==> src/rtl/led_blink_multi_pkg.sv <==
// -----------------------------------------------------------------------------
// led_blink_multi_pkg
//   Shared definitions for the multi-channel LED blinker:
//     - SEL_R0..SEL_R3 : rate-select encodings carried on each channel's sel bits
//     - half_ticks()   : ticks per half-period for one blink rate
//     - clog2_int()    : ceiling log2, used to size counters
//     - max_int()      : helper for sizing from the largest half-period
//   No ports (package).
// -----------------------------------------------------------------------------
package led_blink_multi_pkg;

    localparam logic [1:0] SEL_R0 = 2'b00;
    localparam logic [1:0] SEL_R1 = 2'b01;
    localparam logic [1:0] SEL_R2 = 2'b10;
    localparam logic [1:0] SEL_R3 = 2'b11;

    // A full blink period holds two half-periods, so a rate of R Hz needs a
    // toggle every tick_hz/(2*R) ticks.
    function automatic int half_ticks(input int tick_hz, input int rate_hz);
        return tick_hz / (2 * rate_hz);
    endfunction

    // Number of bits needed to hold values 0..value-1.
    function automatic int clog2_int(input int value);
        int w;
        int v;
        w = 0;
        v = value - 1;
        while (v > 0) begin
            w = w + 1;
            v = v >> 1;
        end
        return w;
    endfunction

    function automatic int max_int(input int a, input int b);
        return (a > b) ? a : b;
    endfunction

endpackage

==> src/rtl/led_blink_channel.sv <==
// -----------------------------------------------------------------------------
// led_blink_channel
//   One LED channel of the multi-channel blinker. Counts base ticks up to the
//   half-period of the currently latched rate and toggles the LED at each
//   half-period boundary. The rate select is only re-sampled at a toggle (or
//   while disabled / held in reset / synced), so a rate change never produces
//   a runt pulse.
//
//   Ports
//     clock   in  1       rising-edge clock
//     reset   in  1       synchronous active-high reset
//     tick    in  1       one-cycle base-tick strobe from the shared prescaler
//     enable  in  1       channel enable; low forces the LED off
//     sel     in  2       rate select (SEL_R0..SEL_R3)
//     sync    in  1       phase-align request; same effect as reset on this channel
//     led     out 1       registered LED drive, 1 = on
// -----------------------------------------------------------------------------
module led_blink_channel
    import led_blink_multi_pkg::*;
#(
    parameter int CNT_W = 9,
    parameter int HALF0 = 5,
    parameter int HALF1 = 10,
    parameter int HALF2 = 50,
    parameter int HALF3 = 500
) (
    input  logic       clock,
    input  logic       reset,
    input  logic       tick,
    input  logic       enable,
    input  logic [1:0] sel,
    input  logic       sync,
    output logic       led
);

    localparam logic [CNT_W-1:0] LAST0 = CNT_W'(HALF0 - 1);
    localparam logic [CNT_W-1:0] LAST1 = CNT_W'(HALF1 - 1);
    localparam logic [CNT_W-1:0] LAST2 = CNT_W'(HALF2 - 1);
    localparam logic [CNT_W-1:0] LAST3 = CNT_W'(HALF3 - 1);

    logic [CNT_W-1:0] cnt;
    logic [1:0]       sel_q;
    logic [CNT_W-1:0] cnt_last;

    // Terminal count of the half-period currently in progress.
    always_comb begin
        // NOTE: assigning a default first keeps every path driven, so no latch is inferred.
        cnt_last = LAST0;
        case (sel_q)
            SEL_R0:  cnt_last = LAST0;
            SEL_R1:  cnt_last = LAST1;
            SEL_R2:  cnt_last = LAST2;
            SEL_R3:  cnt_last = LAST3;
            default: cnt_last = LAST0;
        endcase
    end

    // Reset and sync take priority over the enable gate, which in turn takes
    // priority over a tick arriving in the same cycle.
    always_ff @(posedge clock) begin
        if (reset || sync || !enable) begin
            cnt   <= '0;
            led   <= 1'b0;
            sel_q <= sel;
        end else if (tick) begin
            if (cnt == cnt_last) begin
                cnt   <= '0;
                led   <= ~led;
                sel_q <= sel;
            end else begin
                cnt <= cnt + 1'b1;
            end
        end
    end

endmodule

==> src/rtl/led_blink_multi.sv <==
// -----------------------------------------------------------------------------
// led_blink_multi
//   N-channel LED blinker. A shared prescaler divides the fabric clock down to
//   a base tick; each channel counts ticks to one of four half-periods chosen
//   by its 2-bit select, and is gated by its own enable.
//
//   Build option
//     LED_BLINK_SYNC_EN  when defined, adds i_sync: a 1 clears the prescaler,
//                        all channel counters and LEDs on the next edge and
//                        reloads every latched select, phase-aligning the
//                        channels. Priority is reset > sync > enable/tick.
//
//   Ports
//     i_clock      in   1         rising-edge clock
//     i_reset      in   1         synchronous active-high reset
//     i_enable     in   NUM_CH    per-channel enable, bit k -> channel k
//     i_sel        in   2*NUM_CH  rate select, bits [2k+1:2k] -> channel k
//     i_sync       in   1         (LED_BLINK_SYNC_EN only) phase-align strobe
//     o_led_drive  out  NUM_CH    registered LED drive, 1 = on
//     o_tick       out  1         registered one-cycle base-tick strobe
// -----------------------------------------------------------------------------
module led_blink_multi
    import led_blink_multi_pkg::*;
#(
    parameter int CLK_FREQ_HZ = 25000,
    parameter int TICK_HZ     = 1000,
    parameter int NUM_CH      = 4,
    parameter int RATE0_HZ    = 100,
    parameter int RATE1_HZ    = 50,
    parameter int RATE2_HZ    = 10,
    parameter int RATE3_HZ    = 1
) (
    input  logic                i_clock,
    input  logic                i_reset,
    input  logic [NUM_CH-1:0]   i_enable,
    input  logic [2*NUM_CH-1:0] i_sel,
`ifdef LED_BLINK_SYNC_EN
    input  logic                i_sync,
`endif
    output logic [NUM_CH-1:0]   o_led_drive,
    output logic                o_tick
);

    localparam int CLK_DIV  = CLK_FREQ_HZ / TICK_HZ;
    localparam int HALF0    = half_ticks(TICK_HZ, RATE0_HZ);
    localparam int HALF1    = half_ticks(TICK_HZ, RATE1_HZ);
    localparam int HALF2    = half_ticks(TICK_HZ, RATE2_HZ);
    localparam int HALF3    = half_ticks(TICK_HZ, RATE3_HZ);
    localparam int MAX_HALF = max_int(max_int(HALF0, HALF1), max_int(HALF2, HALF3));
    localparam int CNT_W    = max_int(1, clog2_int(MAX_HALF));
    localparam int PRE_W    = max_int(1, clog2_int(CLK_DIV));

    localparam logic [PRE_W-1:0] PRE_LAST = PRE_W'(CLK_DIV - 1);

    // -------------------------------------------------------------------------
    // Elaboration-time parameter checks
    // -------------------------------------------------------------------------
    if (NUM_CH < 1 || NUM_CH > 16) begin : g_bad_num_ch
        $error("led_blink_multi: NUM_CH=%0d outside 1..16", NUM_CH);
    end
    if ((CLK_FREQ_HZ % TICK_HZ) != 0) begin : g_bad_clk_div
        $error("led_blink_multi: CLK_FREQ_HZ not divisible by TICK_HZ");
    end
    if ((TICK_HZ % (2 * RATE0_HZ)) != 0) begin : g_bad_rate0
        $error("led_blink_multi: TICK_HZ not divisible by 2*RATE0_HZ");
    end
    if ((TICK_HZ % (2 * RATE1_HZ)) != 0) begin : g_bad_rate1
        $error("led_blink_multi: TICK_HZ not divisible by 2*RATE1_HZ");
    end
    if ((TICK_HZ % (2 * RATE2_HZ)) != 0) begin : g_bad_rate2
        $error("led_blink_multi: TICK_HZ not divisible by 2*RATE2_HZ");
    end
    if ((TICK_HZ % (2 * RATE3_HZ)) != 0) begin : g_bad_rate3
        $error("led_blink_multi: TICK_HZ not divisible by 2*RATE3_HZ");
    end

    // -------------------------------------------------------------------------
    // Sync request (constant 0 when the feature is not built in)
    // -------------------------------------------------------------------------
    logic sync;
`ifdef LED_BLINK_SYNC_EN
    assign sync = i_sync;
`else
    assign sync = 1'b0;
`endif

    // -------------------------------------------------------------------------
    // Shared prescaler. o_tick is registered from the terminal count, so it is
    // high in the cycle after the count reaches CLK_DIV-1; with the count at 0
    // after reset the first tick appears after the CLK_DIV-th edge.
    // -------------------------------------------------------------------------
    logic [PRE_W-1:0] pre_cnt;

    always_ff @(posedge i_clock) begin
        // NOTE: sequential state uses non-blocking assignments so every flop
        // samples the pre-edge values regardless of statement order.
        if (i_reset || sync) begin
            pre_cnt <= '0;
            o_tick  <= 1'b0;
        end else begin
            o_tick  <= (pre_cnt == PRE_LAST);
            pre_cnt <= (pre_cnt == PRE_LAST) ? '0 : pre_cnt + 1'b1;
        end
    end

    // -------------------------------------------------------------------------
    // Channels
    // -------------------------------------------------------------------------
    for (genvar k = 0; k < NUM_CH; k++) begin : g_ch
        led_blink_channel #(
            .CNT_W (CNT_W),
            .HALF0 (HALF0),
            .HALF1 (HALF1),
            .HALF2 (HALF2),
            .HALF3 (HALF3)
        ) u_channel (
            .clock  (i_clock),
            .reset  (i_reset),
            .tick   (o_tick),
            .enable (i_enable[k]),
            .sel    (i_sel[2*k +: 2]),
            .sync   (sync),
            .led    (o_led_drive[k])
        );
    end

endmodule

==> config.mk <==
export PLATFORM = sky130hd
export DESIGN_NAME = led_blink_multi
export DESIGN_NICKNAME = d
export VERILOG_FILES = /design/src/rtl/led_blink_multi_pkg.sv /design/src/rtl/led_blink_channel.sv /design/src/rtl/led_blink_multi.sv
export SDC_FILE = /design/constraint.sdc
export NUM_CORES = 1
export LEC_CHECK = 0
export ABC_AREA = 1
export BUFFER_PORTS_ARGS = -buffer_cell sky130_fd_sc_hd__buf_2
export CORE_UTILIZATION = 39
export DETAILED_ROUTE_END_ITERATION = 12
export PLACE_DENSITY = 0.61
export SYNTH_ARGS = -nofsm -noshare
export SYNTH_HDL_FRONTEND = slang
export SYNTH_SLANG_ARGS = --single-unit
==> constraint.sdc <==
create_clock -name i_clock -period 1.7 [get_ports i_clock]
set_input_delay 0 -clock i_clock [delete_from_list [all_inputs] [get_ports i_clock]]
set_output_delay 0 -clock i_clock [all_outputs]
set_load 0.05 [all_outputs]
======== Yosys cells after proc, flatten, opt, wreduce, memory -nomap -nowiden ========
Index checks and enable logic that the tools add are counted.
storage, ports and cells
  memory bits (read-only) ................. 0
  flip-flop bits (word level) ............. 54
  input port bits ......................... 14
  logic and storage cells ................. 89
  bits in latches ......................... 0
  memory bits (writable) .................. 0
  output and inout port bits .............. 5
  memories kept ........................... 0
cells by class
  shift-type cells ........................ 0
  multipliers ............................. 0
  div/mod/pow operators ................... 0
  reduce and logical (&&, ||, !) cells .... 29
  eq/ne operators ......................... 17
  add/sub/neg operators ................... 5
  $lt $le $gt $ge ......................... 0
  bitwise gates (word level) .............. 4
  mux-type cells .......................... 20
operators by type and width
  cell                                            count
  one-hot mux 9 bit (4 select lines)              4
  adder 9 x 1 -> 9 bit (second input constant)    4
  == test 9 bit                                   4
  two-way mux 9 bit                               4
  two-way mux 2 bit                               12
  == test 2 bit (second input constant)           8
  AND reduction 2 bit                             8
  nonzero test 2 bit                              8
  == test 2 x 1 -> 1 bit (second input constant)  4
  zero test 2 bit                                 4
  adder 5 x 1 -> 5 bit (second input constant)    1
  == test 5 bit (second input constant)           1
  zero test 1 bit                                 4
  logical OR 1 bit                                4
  inverter 1 bit                                  4
  OR reduction 2 bit                              1

======== Logic depth before layout (Yosys ltp) ========
Gate-level depths: netlist (run 1).
  depth after elaboration ................. 6
  depth in mapped cells ................... 8
  gate-level depth less buffers ........... 8

======== By module ========
A second synthesis (run 1) with hierarchy kept.
unflattened totals
  cells, all modules ...................... 406
  area, all modules ....................... 3,154.3 um^2
modules (own cells, without submodules)
  module             sequential area each (um^2)  area each (um^2)  times used  cells each
  led_blink_channel  260.2                        716.9             4           92
  led_blink_multi    120.1                        286.5             1           38

======== Worst setup path after synthesis (run 1) ========
No wires, ideal clock.
  path type ............................... register to register
  from .................................... reg o_tick
  to ...................................... reg g_ch[0].u_channel.sel_q[0] (enable)
  path slack .............................. -4 ps
  arrival ................................. 1,402 ps
  cell stages (with the launch flop) ...... 8
  library setup time ...................... 301 ps
  required time ........................... 1,399 ps
  path buffers ............................ 1
  period minus slack after synthesis ...... 1,704 ps
  cells stage by stage .................... dfxtp_1 > buf_6 > inv_2 > a21oi_1 > nand3_1 > nor2_2 > nand2_1 > nand2_4
between the ends
  word-level cells in the longest chain between the ends .. 2
ends and longest elaborated chain
  item                           RTL line                 source
  from (decl)                    led_blink_multi.sv:41    output logic o_tick
  from (signal assigned)         led_blink_multi.sv:101   o_tick <= (pre_cnt == PRE_LAST);
  nonzero test 2 bit (no line)   --
  AND reduction 2 bit (no line)  --
  to (signal assigned)           led_blink_channel.sv:64  sel_q <= sel;
  to (signal assigned)           led_blink_channel.sv:69  sel_q <= sel;
  to (decl)                      led_blink_channel.sv:42  logic [1:0] sel_q;
Every way passes these cells.
A chain may end at the register's enable or synchronous reset.

======== Worst setup path after layout (run 1) ========
  from .................................... reg g_ch[1].u_channel.cnt[0]
  to ...................................... reg g_ch[1].u_channel.cnt[8]
between the ends
  word-level cells in the longest chain between the ends .. 2
ends and longest elaborated chain
  item                                                          RTL line                                          source
  from (decl)                                                   led_blink_channel.sv:41                           logic [CNT_W-1:0] cnt;
  from (signal assigned)                                        led_blink_channel.sv:71                           cnt <= cnt + 1'b1;
  adder 9 x 1 -> 9 bit / == test 9 bit (equally long branches)  led_blink_channel.sv:71, led_blink_channel.sv:66
  two-way mux 9 bit *                                           led_blink_channel.sv:66                           if (cnt == cnt_last) begin
Every way passes the cells marked *; elsewhere a longest branch is shown, timed or not.

==> results of run 1 <==
## power by group through the flow
stage          clock network, mW  registers, mW  logic, mW
2_1_floorplan                  0           1.36     0.0609
3_3_place_gp                   0           1.36     0.0901
3_5_place_dp                   0           1.36     0.0925
4_1_cts                    0.711           1.33      0.108
5_1_grt                    0.753           1.34      0.122
6_report                   0.673           1.33      0.106
## registers in the layout, indices dropped and copies added (netlist names)
signal                count
g_ch.u_channel.cnt       36
g_ch.u_channel.sel_q      8
o_tick                    1
g_ch.u_channel.led        4
pre_cnt                   5
## final timing paths
| kind | startpoint | end | slack [ps] | cells past startpoint |
|---|---|---|---|---|
| hold reg to reg | pre_cnt[0]$_SDFF_PP0_ | pre_cnt[0]$_SDFF_PP0_ | 470 | 1 |
| setup / recovery | g_ch[1].u_channel.cnt[0]$_SDFFE_PP0P_ | g_ch[1].u_channel.cnt[8]$_SDFFE_PP0P_ | 240 | 7 |
| setup reg to reg | g_ch[1].u_channel.cnt[0]$_SDFFE_PP0P_ | g_ch[1].u_channel.cnt[8]$_SDFFE_PP0P_ | 240 | 7 |
| hold / removal | i_enable[3] | g_ch[3].u_channel.led$_SDFFE_PP0P_ | 30 | 5 |
## cell usage after synthesis
library cell / count
nand2_1: 77
nor2_1: 63
dfxtp_1: 46
inv_1: 36
nand3_1: 27
xor2_1: 14
a21oi_1: 10
nand4_1: 10
xnor2_1: 9
edfxtp_1: 8
nor2_2: 7
o21ai_0: 7
ha_1: 6
nand2_4: 5
o211ai_1: 5
buf_4: 4
mux2i_1: 4
nor3_2: 3
nor3_1: 2
buf_12: 1
buf_6: 1
inv_2: 1
nand2_2: 1
nand3b_1: 1
nor3_4: 1
o21ai_1: 1
o21bai_2: 1
or2_2: 1
## placed cells by master, fill, tap and decap left out
master | synthesis | layout
buf_2 | 0 | 18
a21oi_1 | 10 | 10
dlygate4sd3_1 | 0 | 9
or2_2 | 1 | 1
o21ai_1 | 1 | 1
clkbuf_8 | 0 | 5
nand2_4 | 5 | 5
nand2_1 | 77 | 77
o21ai_0 | 7 | 7
nor3_1 | 2 | 2
inv_2 | 1 | 1
nand3_1 | 27 | 27
nand3b_1 | 1 | 1
clkbuf_1 | 0 | 2
nand2_2 | 1 | 1
xnor2_1 | 9 | 9
dfxtp_2 | 0 | 1
xor2_1 | 14 | 14
nor2_1 | 63 | 63
buf_12 | 1 | 1
dfxtp_1 | 46 | 45
o21bai_2 | 1 | 1
ha_1 | 6 | 6
edfxtp_1 | 8 | 8
nor3_4 | 1 | 1
nor3_2 | 3 | 3
o211ai_1 | 5 | 5
inv_1 | 36 | 36
mux2i_1 | 4 | 4
nor2_2 | 7 | 7
nand4_1 | 10 | 10
## layout make-up
type / instances / area, sq um
Clock buffer: 7 / 76.32
Tap cell: 80 / 100.1
Fill cell: 674 / 3724
Inverter: 37 / 138.9
Timing Repair Buffer: 28 / 200.2
Sequential cell: 54 / 1162
Multi-Input combinational cell: 255 / 1355
## through the flow
step | hold WS, ps | std cells
floorplan | 64.97 | 352
global placement | 176.8 | 445
detailed placement | 178.1 | 445
CTS | 20.04 | 461
global route | 45.88 | 461
finish | 27.55 | 461
## metal layers
metal	GRT usage	wire (um)	vias up	share of wire
li1	-	-	1180	-
met1	0.1831	2419	931	0.51
met2	0.2298	2102	22	0.45
met3	0.03016	117	7	0.025
met4	0.04091	61	0	0.013
met5	0	0	-	0
## cell families after synthesis
logic type	share of synthesized area
compound gates	0.05113
simple gates	0.3312
mux	0.01474
buf+inv	0.07370
xor+xnor	0.07416
fa+ha+maj	0.02764
flops	0.4275
## worst max-delay path, delay by kind of cell (launching register included)
kind / cells / cell delay, ps
AND/OR/NAND/NOR: 5 / 560
flip-flops: 1 / 460
adder cells (fa/ha/maj): 1 / 210
XOR/XNOR: 1 / 140
==> results.sh, run 1 <==
export IMPL_routed_wl_um=4700
export IMPL_start_util=0.4020
export IMPL_skew_ps=3.251
export IMPL_slew_headroom=0.7578
export IMPL_power_frac_comb=0.050
export IMPL_cts_root_buffer="clkbuf_8"
export IMPL_cts_sinks=54
export IMPL_finalHoldViolations=0
export IMPL_cts_tree="done"
export IMPL_diodes=0
export IMPL_worstPathRequired_ps=1900
export IMPL_gp_congestion=0.8627
export IMPL_io_buffer_count=18
export IMPL_dieArea_sq_um=7303
export IMPL_vias=2140
export IMPL_drive_gt1_frac=0.1181
export IMPL_grt_max_degree=15
export IMPL_status="complete, no violations"
export IMPL_dpl_hpwl_um=3438
export IMPL_nets=401
export IMPL_ant_nets=0
export IMPL_cts_hold_buf=9
export IMPL_ir_drop_mv=0.3687
export IMPL_cpPeakStageDelay_ps=460
export IMPL_drv_slew=0
export IMPL_path_cells="ha_1, nand3_1, nor2_1, nand2_1, nor2_2, xnor2_1, nor2_1"
export IMPL_stdcell_area_sq_um=3033
export IMPL_ios=19
export IMPL_total_power_mw=2.111
export IMPL_max_cap_violations=0
export IMPL_crit_path_frequent_cell="nor2_1"
export IMPL_grt_pass1_vias=1923
export IMPL_synthCells=352
export IMPL_seq_power_share=0.631
export IMPL_rsz0062_at_grt="no"
export IMPL_p_int_mw=1.646
export IMPL_antenna_found_initial=0
export IMPL_syn_avg_cell_area_sq_um=7.717
export IMPL_post_route_util=0.4489
export IMPL_crit_path_end_kind="register"
export IMPL_yosysTopAreaCell="dfxtp_1"
export IMPL_clk_latency_ps=300
export IMPL_pwr_share_clk=0.319
export IMPL_finalWorstSetupSlack_ps=238.4
export IMPL_die_w_um=85.46
export IMPL_critPathLaunchType="register"
export IMPL_synth_top_cells_by_area="dfxtp_1, nand2_1, edfxtp_1"
export IMPL_ys_seq_elements=54
export IMPL_wl_per_cell_um=10.20
export IMPL_num_rows=30
export IMPL_htreeDepth=2
export IMPL_remaining_drc_errors=0
export IMPL_preCtsSetupSlack_ps=229.0
export IMPL_synth_nets=372
export IMPL_power_leakage_nw=1.188
export IMPL_min_path_type="input port to register"
export IMPL_clk_path_buf_depth=2
export IMPL_p_sw_frac=0.2202
export IMPL_max_freq_mhz=684.2
export IMPL_syn_cell_area_sq_um=2716
export IMPL_cts_resized=0
export IMPL_grt_pass1_wl_um=8217
export IMPL_yosysWarnings=0
export IMPL_crit_path_top_delay_cell="dfxtp_1"
export IMPL_grt_total_usage=0.1393
export IMPL_cts_buffers=5
export IMPL_worst_pin_slew_ps=359.6
export IMPL_core_area_sq_um=6756
export IMPL_power_density_nw_per_um2=696.0
export IMPL_viasPerCell=4.642
export IMPL_grt_ovfl_total=0
export IMPL_critical_path_arrival_ps=1660
export IMPL_fin_crit_sh=0.8597
export IMPL_cts_reportedPaths_clkPinSlew_ps=90
export IMPL_critPathMaxFanout=5
export IMPL_cts_setup_buffers=0
export IMPL_seq_area_frac_synth=0.4275
export IMPL_yosys_cell_types_count=28
export IMPL_syn_to_final_growth_pct=11.65
export IMPL_synth_top_area_share=0.3390
export IMPL_drt_initial_drc_count=56
export IMPL_die_h_um=85.46
export IMPL_drtPass1Iterations=4
export IMPL_critical_path_class="register to register"
export IMPL_finalSetupViolCount=0
export IMPL_fin_tns_setup_ps=0
export IMPL_dpl_cell_area_sq_um=2867
export IMPL_p_sw_mw=0.4648
export IMPL_finalCriticalPeriod_ps=1462
(Power assumes the default switching activity.)
==> run 2, diff against run 1 <==
--- a/config.mk
+++ b/config.mk
@@ -10,6 +10,7 @@
 export CORE_UTILIZATION = 39
 export DETAILED_ROUTE_END_ITERATION = 12
 export PLACE_DENSITY = 0.61
+export RECOVER_POWER = 25
 export SYNTH_ARGS = -nofsm -noshare
 export SYNTH_HDL_FRONTEND = slang
 export SYNTH_SLANG_ARGS = --single-unit
==> run 2 against run 1 <==
  * Clock skew is essentially flat
  * Cell count is the same
  * Count of clock-buffer cells in the layout is the same
  * Global-route usage stayed put
  * Combinational power about the same
  * Sequential power about the same
  * Flip-flop and latch count is the same
  * First-iteration DRC count did not move
  * Non-clock buffer count unchanged
  * Largest cell class unchanged
  * Largest power group unchanged
==> results.sh, run 2 (synthesis gave the netlist of run 1 again) <==
export IMPL_status="complete, no violations"
export IMPL_core_area_sq_um=6756
export IMPL_finalSetupViolCount=0
export IMPL_diodes=0
export IMPL_grt_pass1_wl_um=8217
export IMPL_hold_ws_ps=29.29
export IMPL_rsz0062_at_grt="no"
export IMPL_reg2reg_to="g_ch[1].u_channel.cnt[8]$_SDFFE_PP0P_"
export IMPL_stdcell_area_sq_um=3027
export IMPL_layout_common_cells="nand2_1, nor2_1, dfxtp_1, inv_1, nand3_1"
export IMPL_post_route_util=0.4480
export IMPL_crit_path_end_kind="register"
export IMPL_slew_headroom=0.6016
export IMPL_critPathMaxFanout=5
export IMPL_largest_reg_flops=36
export IMPL_drt_initial_drc_count=56
export IMPL_gr_usage_met1=0.1831
export IMPL_skew_ps=3.655
export IMPL_gp_congestion=0.8627
export IMPL_busiest_layer="met2"
export IMPL_io_buffer_count=18
export IMPL_power_density_nw_per_um2=697.3
export IMPL_reg_largest_list="g_ch.u_channel.cnt: 36 flops, g_ch.u_channel.sel_q: 8 flops, pre_cnt: 5 flops"
export IMPL_grt_max_degree=15
export IMPL_grt_total_usage=0.1393
export IMPL_top_register="g_ch.u_channel.cnt"
export IMPL_viasPerCell=4.644
export IMPL_seq_power_share=0.631
export IMPL_cts_sinks=54
export IMPL_finalCriticalPeriod_ps=1462
export IMPL_n_fill_cell=671
export IMPL_max_freq_mhz=684.2
export IMPL_die_w_um=85.46
export IMPL_min_to="g_ch[3].u_channel.led$_SDFFE_PP0P_"
export IMPL_ant_nets=0
export IMPL_critPathLaunchType="register"
export IMPL_dpl_cell_area_sq_um=2867
export IMPL_syn_to_final_growth_pct=11.42
export IMPL_r2r_setup_slack_ps=240
export IMPL_p_int_mw=1.646
export IMPL_dieArea_sq_um=7303
export IMPL_rr_startpoint="g_ch[1].u_channel.cnt[0]$_SDFFE_PP0P_"
export IMPL_wl_per_cell_um=10.20
export IMPL_power_leakage_nw=1.166
export IMPL_cts_buffers=5
export IMPL_die_h_um=85.46
export IMPL_drv_slew=0
export IMPL_path_buf_inv=0
export IMPL_worstSetupStartpoint="g_ch[1].u_channel.cnt[0]$_SDFFE_PP0P_"
export IMPL_cts_root_buffer="clkbuf_8"
export IMPL_htreeDepth=2
export IMPL_finalHoldViolations=0
export IMPL_worstPathRequired_ps=1900
export IMPL_total_power_mw=2.110
export IMPL_routed_wl_um=4704
export IMPL_gr_usage_met2=0.2298
export IMPL_dpl_hpwl_um=3438
export IMPL_critical_path_class="register to register"
export IMPL_start_util=0.4020
export IMPL_critical_path_arrival_ps=1660
export IMPL_hp_start="i_enable[3]"
export IMPL_vias=2141
export IMPL_cts_reportedPaths_clkPinSlew_ps=90
export IMPL_crit_path_frequent_cell="nor2_1"
export IMPL_cts_setup_buffers=0
export IMPL_cpPeakStageDelay_ps=460
export IMPL_clk_path_buf_depth=2
export IMPL_path_cells="ha_1, nand3_1, nor2_1, nand2_1, nor2_2, xnor2_1, nor2_1"
export IMPL_drtPass1Iterations=4
export IMPL_final_common_cell="nand2_1"
export IMPL_grt_ovfl_total=0
export IMPL_reg2regPathDepth=7
export IMPL_pwr_share_clk=0.319
export IMPL_power_frac_comb=0.050
export IMPL_ir_drop_mv=0.3687
export IMPL_p_sw_mw=0.4642
export IMPL_worst_pin_slew_ps=600.1
export IMPL_drive_gt1_frac=0.1050
export IMPL_cts_tree="done"
export IMPL_fin_tns_setup_ps=0
export IMPL_use_met3=0.03016
export IMPL_min_path_type="input port to register"
export IMPL_clk_latency_ps=300
export IMPL_ios=19
export IMPL_num_rows=30
export IMPL_crit_family="simple AND/OR/NAND/NOR gates"
export IMPL_max_cap_violations=0
export IMPL_fin_crit_sh=0.8597
export IMPL_grt_pass1_vias=1923
export IMPL_p_sw_frac=0.2200
export IMPL_remaining_drc_errors=0
export IMPL_min_path_cells=5
export IMPL_antenna_found_initial=0
export IMPL_crit_path_top_delay_cell="dfxtp_1"
export IMPL_nets=401
[run 2: power groups by stage]
stage / registers (mW) / logic (mW) / clock network, mW
global route: 1.34 / 0.122 / 0.753
finish: 1.33 / 0.106 / 0.672
floorplan: 1.36 / 0.0609 / 0
detailed placement: 1.36 / 0.0925 / 0
CTS: 1.33 / 0.108 / 0.711
global placement: 1.36 / 0.0901 / 0
[run 2: worst max-delay path by stage]
stage	to	slack, ps	depth (start not counted)
finish	g_ch[1].u_channel.cnt[8]$_SDFFE_PP0P_	240	7
global route	g_ch[1].u_channel.cnt[8]$_SDFFE_PP0P_	50	7
CTS	g_ch[1].u_channel.cnt[8]$_SDFFE_PP0P_	210	7
detailed placement	g_ch[0].u_channel.sel_q[0]$_DFFE_PP_	230	5
global placement	g_ch[1].u_channel.cnt[8]$_SDFFE_PP0P_	240	7
floorplan	g_ch[0].u_channel.sel_q[0]$_DFFE_PP_	170	7
[run 2: worst min-delay path, stage by stage]
cell and delay [ps]:
buf_2 90, inv_1 40, nor2_1 60, nand2_1 70, nor2_1 30
[run 2: final cells by class]
class	instances	area, sq um	area share
well taps	80	100.1	0.03307
repair buffers	28	193.9	0.06408
multi-input cells	255	1355	0.4477
inverters	37	138.9	0.04589
flip-flops and latches	54	1162	0.3840
clock buffers	7	76.32	0.02522
[run 2: through the flow]
step	worst slack, ps	std cells
floorplan	170.5	352
global placement	243.3	445
global route	48.85	461
finish	238.4	461
CTS	212.9	461
detailed placement	229.0	445
[run 2: metal layers]
| layer | wire [um] | vias to the layer above | part of all wire |
|---|---|---|---|
| met2 | 2104 | 22 | 0.45 |
| met4 | 61 | 0 | 0.013 |
| met5 | 0 | - | 0 |
| met3 | 121 | 7 | 0.026 |
| li1 | - | 1180 | - |
| met1 | 2417 | 932 | 0.51 |
[run 2: what timing repair did]
action                     4_1_cts  5_1_grt
resized for setup                0        0
hold buffers                     9        0
setup endpoints to repair        0        0
hold endpoints to repair         9        0
